File: config.mk
export PLATFORM = sky130hd
export DESIGN_NAME = apb_slave_regs
export DESIGN_NICKNAME = d
export VERILOG_FILES = /design/src/rtl/apb_slave_regs.sv
export SDC_FILE = /design/constraint.sdc
export NUM_CORES = 1
export LEC_CHECK = 0
export ABC_AREA = 1
export BUFFER_PORTS_ARGS = -buffer_cell sky130_fd_sc_hd__buf_2
export CORE_MARGIN = 4
export CORE_UTILIZATION = 50
export DETAILED_ROUTE_END_ITERATION = 8
export PLACE_DENSITY_LB_ADDON = 0.25
export RECOVER_POWER = 50
export SYNTH_ARGS = -nofsm -noshare
export SYNTH_HDL_FRONTEND = slang
export SYNTH_SLANG_ARGS = --single-unit
File: constraint.sdc
create_clock -name pclk -period 27.2 [get_ports pclk]
set_input_delay 5.44 -clock pclk [delete_from_list [all_inputs] [get_ports pclk]]
set_output_delay 5.44 -clock pclk [all_outputs]
set_load 0.1 [all_outputs]
File: src/rtl/apb_slave_regs.sv
// apb_slave_regs: APB completer holding NREGS word-addressed registers.
// Decodes SETUP/ACCESS, answers with a registered one-cycle PREADY pulse and
// flags misaligned or out-of-range accesses on PSLVERR. reg[0] is exported on
// ctrl_out as a sideband control word.
// Optional feature: define APB_SLAVE_WAIT_EN to insert WAIT wait states per
// access; without it the WAIT state and its counter are compiled out and every
// access completes in its first ACCESS cycle.
//
// Handshake: a transfer is one SETUP cycle (psel=1, penable=0) followed by
// ACCESS cycles (psel=1, penable=1) held until pready=1; pready is high for
// exactly one cycle, prdata/pslverr are meaningful only in that cycle, and the
// master may place the next SETUP in that same cycle (back-to-back).
module apb_slave_regs #(
  parameter int DATA  = 32,
  parameter int ADDR  = 32,
  parameter int NREGS = 16,
  parameter int WAIT  = 2
) (
  input  logic            pclk,
  input  logic            preset,
  input  logic            psel,
  input  logic            penable,
  input  logic            pwrite,
  input  logic [ADDR-1:0] paddr,
  input  logic [DATA-1:0] pwdata,
  output logic [DATA-1:0] prdata,
  output logic            pready,
  output logic            pslverr,
  output logic [DATA-1:0] ctrl_out
);

  localparam int              IW   = $clog2(NREGS);
  localparam logic [ADDR-1:0] SPAN = ADDR'(NREGS * 4);

`ifdef APB_SLAVE_WAIT_EN
  localparam int WAIT_EFF = WAIT;
  typedef enum logic [1:0] {
    ST_IDLE = 2'd0,
    ST_WAIT = 2'd1,
    ST_RESP = 2'd2
  } state_t;
`else
  localparam int WAIT_EFF = 0;
  typedef enum logic [1:0] {
    ST_IDLE = 2'd0,
    ST_RESP = 2'd2
  } state_t;
`endif

  // Parameter sanity: the index slice assumes a power-of-two register count
  if (NREGS < 2 || (NREGS & (NREGS - 1)) != 0) begin : g_bad_nregs
    $error("apb_slave_regs: NREGS must be a power of two >= 2");
  end
  if (WAIT < 0 || WAIT > 15) begin : g_bad_wait
    $error("apb_slave_regs: WAIT must be in 0..15");
  end

  // FSM state; kept as a named signal so checkers can bind to it
  state_t state;

  // Transfer latched at SETUP
  logic            wr_l;
  logic            err_l;
  logic [IW-1:0]   idx_l;
  logic [DATA-1:0] wdata_l;

`ifdef APB_SLAVE_WAIT_EN
  logic [3:0]      cnt;
`endif

  logic [DATA-1:0] regs [NREGS];

  logic            setup;
  logic            access;
  logic            new_err;
  logic [IW-1:0]   new_idx;
  logic            commit;
  logic [DATA-1:0] fwd_word;
  logic [DATA-1:0] setup_rdata;

  assign setup   = psel & ~penable;
  assign access  = psel & penable;
  assign new_err = (paddr[1:0] != 2'b00) | (paddr >= SPAN);
  assign new_idx = paddr[2 +: IW];

  // A good write commits on the edge that leaves RESP
  assign commit  = (state == ST_RESP) & wr_l & ~err_l;

  assign ctrl_out = regs[0];

  // Read word for a zero-wait response; a write committing on the same edge
  // is forwarded so a back-to-back read of that register sees the new data
  always_comb begin
    fwd_word = regs[new_idx];
    if (commit && (idx_l == new_idx)) begin
      fwd_word = wdata_l;
    end
  end

  assign setup_rdata = (pwrite | new_err) ? '0 : fwd_word;

  // Register file: cleared on reset, updated only by a committing good write
  always_ff @(posedge pclk or posedge preset) begin
    if (preset) begin
      for (int i = 0; i < NREGS; i++) begin
        regs[i] <= '0;
      end
    end else if (commit) begin
      regs[idx_l] <= wdata_l;
    end
  end

  // Transfer FSM with registered response outputs (zero outside RESP)
  always_ff @(posedge pclk or posedge preset) begin
    if (preset) begin
      state   <= ST_IDLE;
      prdata  <= '0;
      pready  <= 1'b0;
      pslverr <= 1'b0;
      wr_l    <= 1'b0;
      err_l   <= 1'b0;
      idx_l   <= '0;
      wdata_l <= '0;
`ifdef APB_SLAVE_WAIT_EN
      cnt     <= '0;
`endif
    end else begin
      prdata  <= '0;
      pready  <= 1'b0;
      pslverr <= 1'b0;
      case (state)
        ST_IDLE, ST_RESP: begin
          if (setup) begin
            wr_l    <= pwrite;
            err_l   <= new_err;
            idx_l   <= new_idx;
            wdata_l <= pwdata;
`ifdef APB_SLAVE_WAIT_EN
            cnt     <= 4'(WAIT_EFF);
            if (WAIT_EFF > 0) begin
              state <= ST_WAIT;
            end else begin
              state   <= ST_RESP;
              pready  <= 1'b1;
              pslverr <= new_err;
              prdata  <= setup_rdata;
            end
`else
            state   <= ST_RESP;
            pready  <= 1'b1;
            pslverr <= new_err;
            prdata  <= setup_rdata;
`endif
          end else begin
            state <= ST_IDLE;
          end
        end
`ifdef APB_SLAVE_WAIT_EN
        ST_WAIT: begin
          if (!access) begin
            // Master abandoned the transfer: no response, no write
            state <= ST_IDLE;
          end else begin
            cnt <= cnt - 4'd1;
            if (cnt == 4'd1) begin
              state   <= ST_RESP;
              pready  <= 1'b1;
              pslverr <= err_l;
              prdata  <= (wr_l | err_l) ? '0 : regs[idx_l];
            end
          end
        end
`endif
        default: begin
          state <= ST_IDLE;
        end
      endcase
    end
  end

endmodule
Word level (Yosys, flattened, before mapping)
Index checks and enable logic that the tools add are counted.
{"block": "word_totals", "register_bits": 586, "input_bits": 69, "output_inout_bits": 66, "elab_cells": 61}
{"block": "op_classes", "n_lt_le_gt_ge": 4, "eq_ne": 2, "n_mux": 16, "bitwise": 9, "n_reduce_logical": 6}
{"cell": "512-bit bitwise mux", "n": 1}
{"cell": "32-bit two-way mux", "n": 7}
{"cell": "32-bit binary-select mux with 4-bit select", "n": 1}
{"cell": "32-bit demux with 4-bit select", "n": 1}
{"cell": "32-bit by 7-bit greater-or-equal comparator with 1-bit output (second input constant)", "n": 1}
{"cell": "5-bit greater-or-equal comparator (second input constant)", "n": 2}
{"cell": "4-bit NOT with 5-bit output", "n": 2}
{"cell": "5-bit by 1-bit < comparator with 1-bit output (second input constant)", "n": 1}
{"cell": "4-bit == test", "n": 1}
{"cell": "1-bit two-way mux", "n": 4}
{"cell": "2-bit two-way mux", "n": 2}
{"cell": "1-bit bitwise AND", "n": 3}
{"cell": "2-bit == test (second input constant)", "n": 1}
{"cell": "1-bit logical AND", "n": 2}
{"cell": "2-bit logical NOT", "n": 1}
{"cell": "1-bit NOT", "n": 2}
{"cell": "1-bit OR", "n": 2}
{"cell": "2-bit AND reduction", "n": 1}
{"cell": "2-bit nonzero test", "n": 1}
{"cell": "2-bit OR reduction", "n": 1}

Depth between registers and ports, before layout
{"block": "logic_depth", "ltp_word": 8, "depth_mapped": 10, "depth_no_buf": 7}

Worst setup path before layout
OpenSTA, ideal clock, no wires.
{"block": "synth_path", "path_type": "input-to-reg", "startpoint": "input port paddr[2]", "endpoint": "register prdata[0]", "setup_ns": 0.124, "t_arrival_ns": 6.430, "required_ns": 27.076, "slack_ns": 20.647, "stages": 9, "n_path_buf": 2, "cell_sequence": "buf_2 -> inv_2 -> nand2_1 -> nand2_1 -> nor2_1 -> clkbuf_1 -> nand4_1 -> nand3_1 -> a21oi_1"}
{"block": "synth_via", "elab_chain_cells": 8, "elab_cells_between_ends": 13, "cone_classes": "order compare: 1; eq/ne: 1; mux: 7; bitwise: 3; reduce/logical: 1"}
{"item": "start, declared", "line": "24", "text": "input logic [ADDR-1:0] paddr,"}
{"item": "branches (longest 5 deep; another with 32-bit by 7-bit greater-or-equal comparator with 1-bit output)"}
{"item": "32-bit two-way mux *", "line": "100", "text": "assign setup_rdata = (pwrite | new_err) ? '0 : fwd_word;"}
{"item": "32-bit two-way mux *", "line": "133", "text": "if (setup) begin"}
{"item": "32-bit two-way mux *", "line": "131", "text": "case (state)"}
{"item": "end signal, assigned", "line": "152", "text": "prdata <= setup_rdata;"}
{"item": "end, declared", "line": "26", "text": "output logic [DATA-1:0] prdata,"}
Every way passes the cells marked *. The select of a mux whose other input is x is not followed.
A chain may end at the register's enable or synchronous reset.

==> impl_metrics.toml <==
[logic_synthesis]
synth-seq-area-share_pct = 55.85
yosys_warnings = 0
synthFlopType = "dfrtp_1"
synthCells = 3181
syn_area_mm2 = 0.02617
synth_edf_count = 0
synth_cell_type_count = 25
syn_avg_cell_area_um2 = 8.226
ys_top_cells_by_area = "dfrtp_1 56%, nand2_1 16%, o21ai_0 9.6%, nand3_1 9.2%, clkbuf_1 2.1%"
synth-async-reset-ratio_pct = 100.0
synth_fp_nets = 3250
yosys_register_bits = 584
yosys.area.top_type = "dfrtp_1"
yosysTopAreaCellShare_pct = 55.85

[sta]
final-max-slew-violation-count = 865
finalHoldViolations = 0
rsz0062_at_grt = "no"
max_slew_margin_pct = -297.5
finalSetupViolCount = 0
min_period_over_period_pct = 35.47
worst_pin_slew_ps = 5930
final.min_clock_period_ps = 9647
fin_skew_ps = 19.79
fmax_ghz = 0.1037
finalSetupTns_ps = 0

[worst_setup_path]
r2r_start = "pready$_DFF_PP0_"
cp-start-kind = "primary input"
worstSetupPathType = "in2async"
reg2regPathDepth = 4
crit_path_end_kind = "asynchronous set/reset pin"
r2r_end = "regs[172]$_DFFE_PP0P_"
crit_required_ps = 27770
worst_ep_arrival_time_ps = 10210
crit_fanout = 130
reg2reg_slack_ps = 22440

[layout]
drive_gt1_share_pct = 8.410
antenna_cells = 0
multi_input_area_mm2 = 0.009948
fill_cells = 4670
seq_area_mm2 = 0.01461
design_area_mm2 = 0.02849
area_delta_synth_final_pct = 8.899
final_nets = 3188

[placement]
io_buffers = 134
globalplace.congestion = 0.8269
dpl_cell_area_mm2 = 0.02667
dp_hpwl_mm = 43.10

[min_path]
min_to = "regs[369]$_DFFE_PP0P_"
hold_depth = 2
hold_class = "reg2reg"
holdCritStartpoint = "regs[369]$_DFFE_PP0P_"

[detailed_routing]
vias_per_cell = 5.849
drt_iter0_markers = 2799
vias = 22480
ant_nets = 0
wire_per_inst_um = 20.10
drt-total-wl_mm = 77.26
detail_route.first_pass.iterations = 7
drc = 0

[floorplan]
dieHeight_um = 236.8
core_mm2 = 0.05161
dieWidth_um = 236.8
initial_core_util_pct = 50.70
io_pins = 135
rows = 83
dieArea_mm2 = 0.05606

[clocking]
postCtsSetupRepairBufs = 0
holdBufCountCts = 0
clkLatencyLatePin_ps = 610
htreeDepth = 2
cts_root_buf = "clkbuf_16"
post_cts_resized = 0
clk_path_buf_depth = 3
cts_tree = "built"
path_clk_slew_ps = 60
cts_buffers = 59
cts_sinks = 584

[run]
drv_cap = 20

[global_routing]
grt_start_max_net_pins = 131
antenna_found_initial = 0
grt_pass1_wl_mm = 122.5
grt_pass1_vias = 21500
grt.overflow.total = 0
gr-usage-all-layers_pct = 27.08

[outcome]
violations = "max-capacitance violations, max-slew violations"
status = "complete, but fails checks"

[power]
p_leak_nw = 12.94
power_mw = 2.374
peakVddDrop_v = 0.00005471
pwr_density_cell_mw_per_mm2 = 83.32
-- cells in the final DEF, fill, tap and decap left out, types with 15 or more instances in the layout --
| cell | instances |
|---|---|
| buf_2 | 132 |
| buf_4 | 24 |
| clkbuf_1 | 28 |
| clkbuf_16 | 61 |
| nand2_1 | 1083 |
| dfrtp_1 | 584 |
| a21oi_1 | 64 |
| nand3_1 | 485 |
| nand4_1 | 39 |
| clkbuf_8 | 15 |
| nor2_1 | 54 |
| o21ai_0 | 513 |
| inv_1 | 39 |
-- power breakdown --
group	internal (mW)	switching, mW
combinational	0.106	0.366
clock	0.493	0.339
sequential	0.990	0.0808
total	1.59	0.786
-- worst max-delay path: stages --
cell	delay [ps]
buf_2	100
clkinvlp_2	3250
buf_4	1200
-- layer usage --
layer	vias to the layer above	part of all wire (%)	global-route usage, %
met5	-	0	0
met2	1126	44	41.24
met4	0	2.7	8.227
met1	10860	44	40.23
li1	10330	-	-
met3	163	9.1	4.496
-- area by class of cell --
cell class              instances  share of cell area [%]
flip-flops and latches        584                   51.29
multi-input cells            2256                   34.91
clock buffers                  88                   6.204
repair buffers                172                   3.197
well taps                     680                   2.986
clock inverters                17                  0.7640
inverters                      46                  0.6499
-- state kept, by name, summed over array words and instances (netlist names) --
signal    flops
pslverr       1
ctrl_out     32
err_l         1
wdata_l      32
regs        480
idx_l         4
pready        1
wr_l          1
prdata       32
-- logic make-up (layout without fill, tap and decap cells) --
family          after synthesis  in the layout  synth area share, %
flops                       584            584                55.85
xor+xnor                      1              1              0.03348
simple gates               1674           1674                27.15
compound gates              581            581                11.12
buf+inv                     341            323                5.848
-- stage by stage --
| stage | util (%) | worst slack, ps | instances | hold WS (ps) |
|---|---|---|---|---|
| 3_3_place_gp | 51.68 | 18430 | 3738 | 465.8 |
| 6_report | 55.21 | 17550 | 3843 | 483.1 |
| 5_1_grt | 55.21 | 16650 | 3843 | 503.8 |
| 4_1_cts | 55.53 | 18950 | 3843 | 486.8 |
| 3_5_place_dp | 51.68 | 18320 | 3738 | 472.2 |
| 2_1_floorplan | - | 5419 | 3181 | 452.9 |
-- synth_stat cells, types with 2 or more instances --
| library cell | instances |
|---|---|
| buf_1 | 21 |
| buf_4 | 36 |
| nand3_2 | 4 |
| nand2_2 | 3 |
| clkbuf_1 | 146 |
| inv_2 | 7 |
| nand2_1 | 1082 |
| o21ai_1 | 16 |
| nor3_1 | 2 |
| buf_2 | 92 |
| nand4_1 | 32 |
| a21oi_1 | 64 |
| nor2_2 | 4 |
| nand4_2 | 6 |
| inv_1 | 39 |
| nor2_1 | 56 |
| o21ai_0 | 500 |
| nand3_1 | 481 |
| dfrtp_1 | 584 |
-- worst max-delay path by stage --
stage / from / to / slack, ps / cells after the start
after CTS: paddr[2] / prdata[12]$_DFF_PP0_ / 18950 / 10
final: preset / regs[280]$_DFFE_PP0P_ / 17550 / 3
after global routing: preset / regs[184]$_DFFE_PP0P_ / 16650 / 3
after floorplan: preset / ctrl_out[0]$_DFFE_PP0P_ / 5420 / 1
after detailed placement: paddr[2] / prdata[14]$_DFF_PP0_ / 18320 / 10
after global placement: paddr[2] / prdata[12]$_DFF_PP0_ / 18430 / 10
Note: power is estimated with default switching activity, not from simulation.
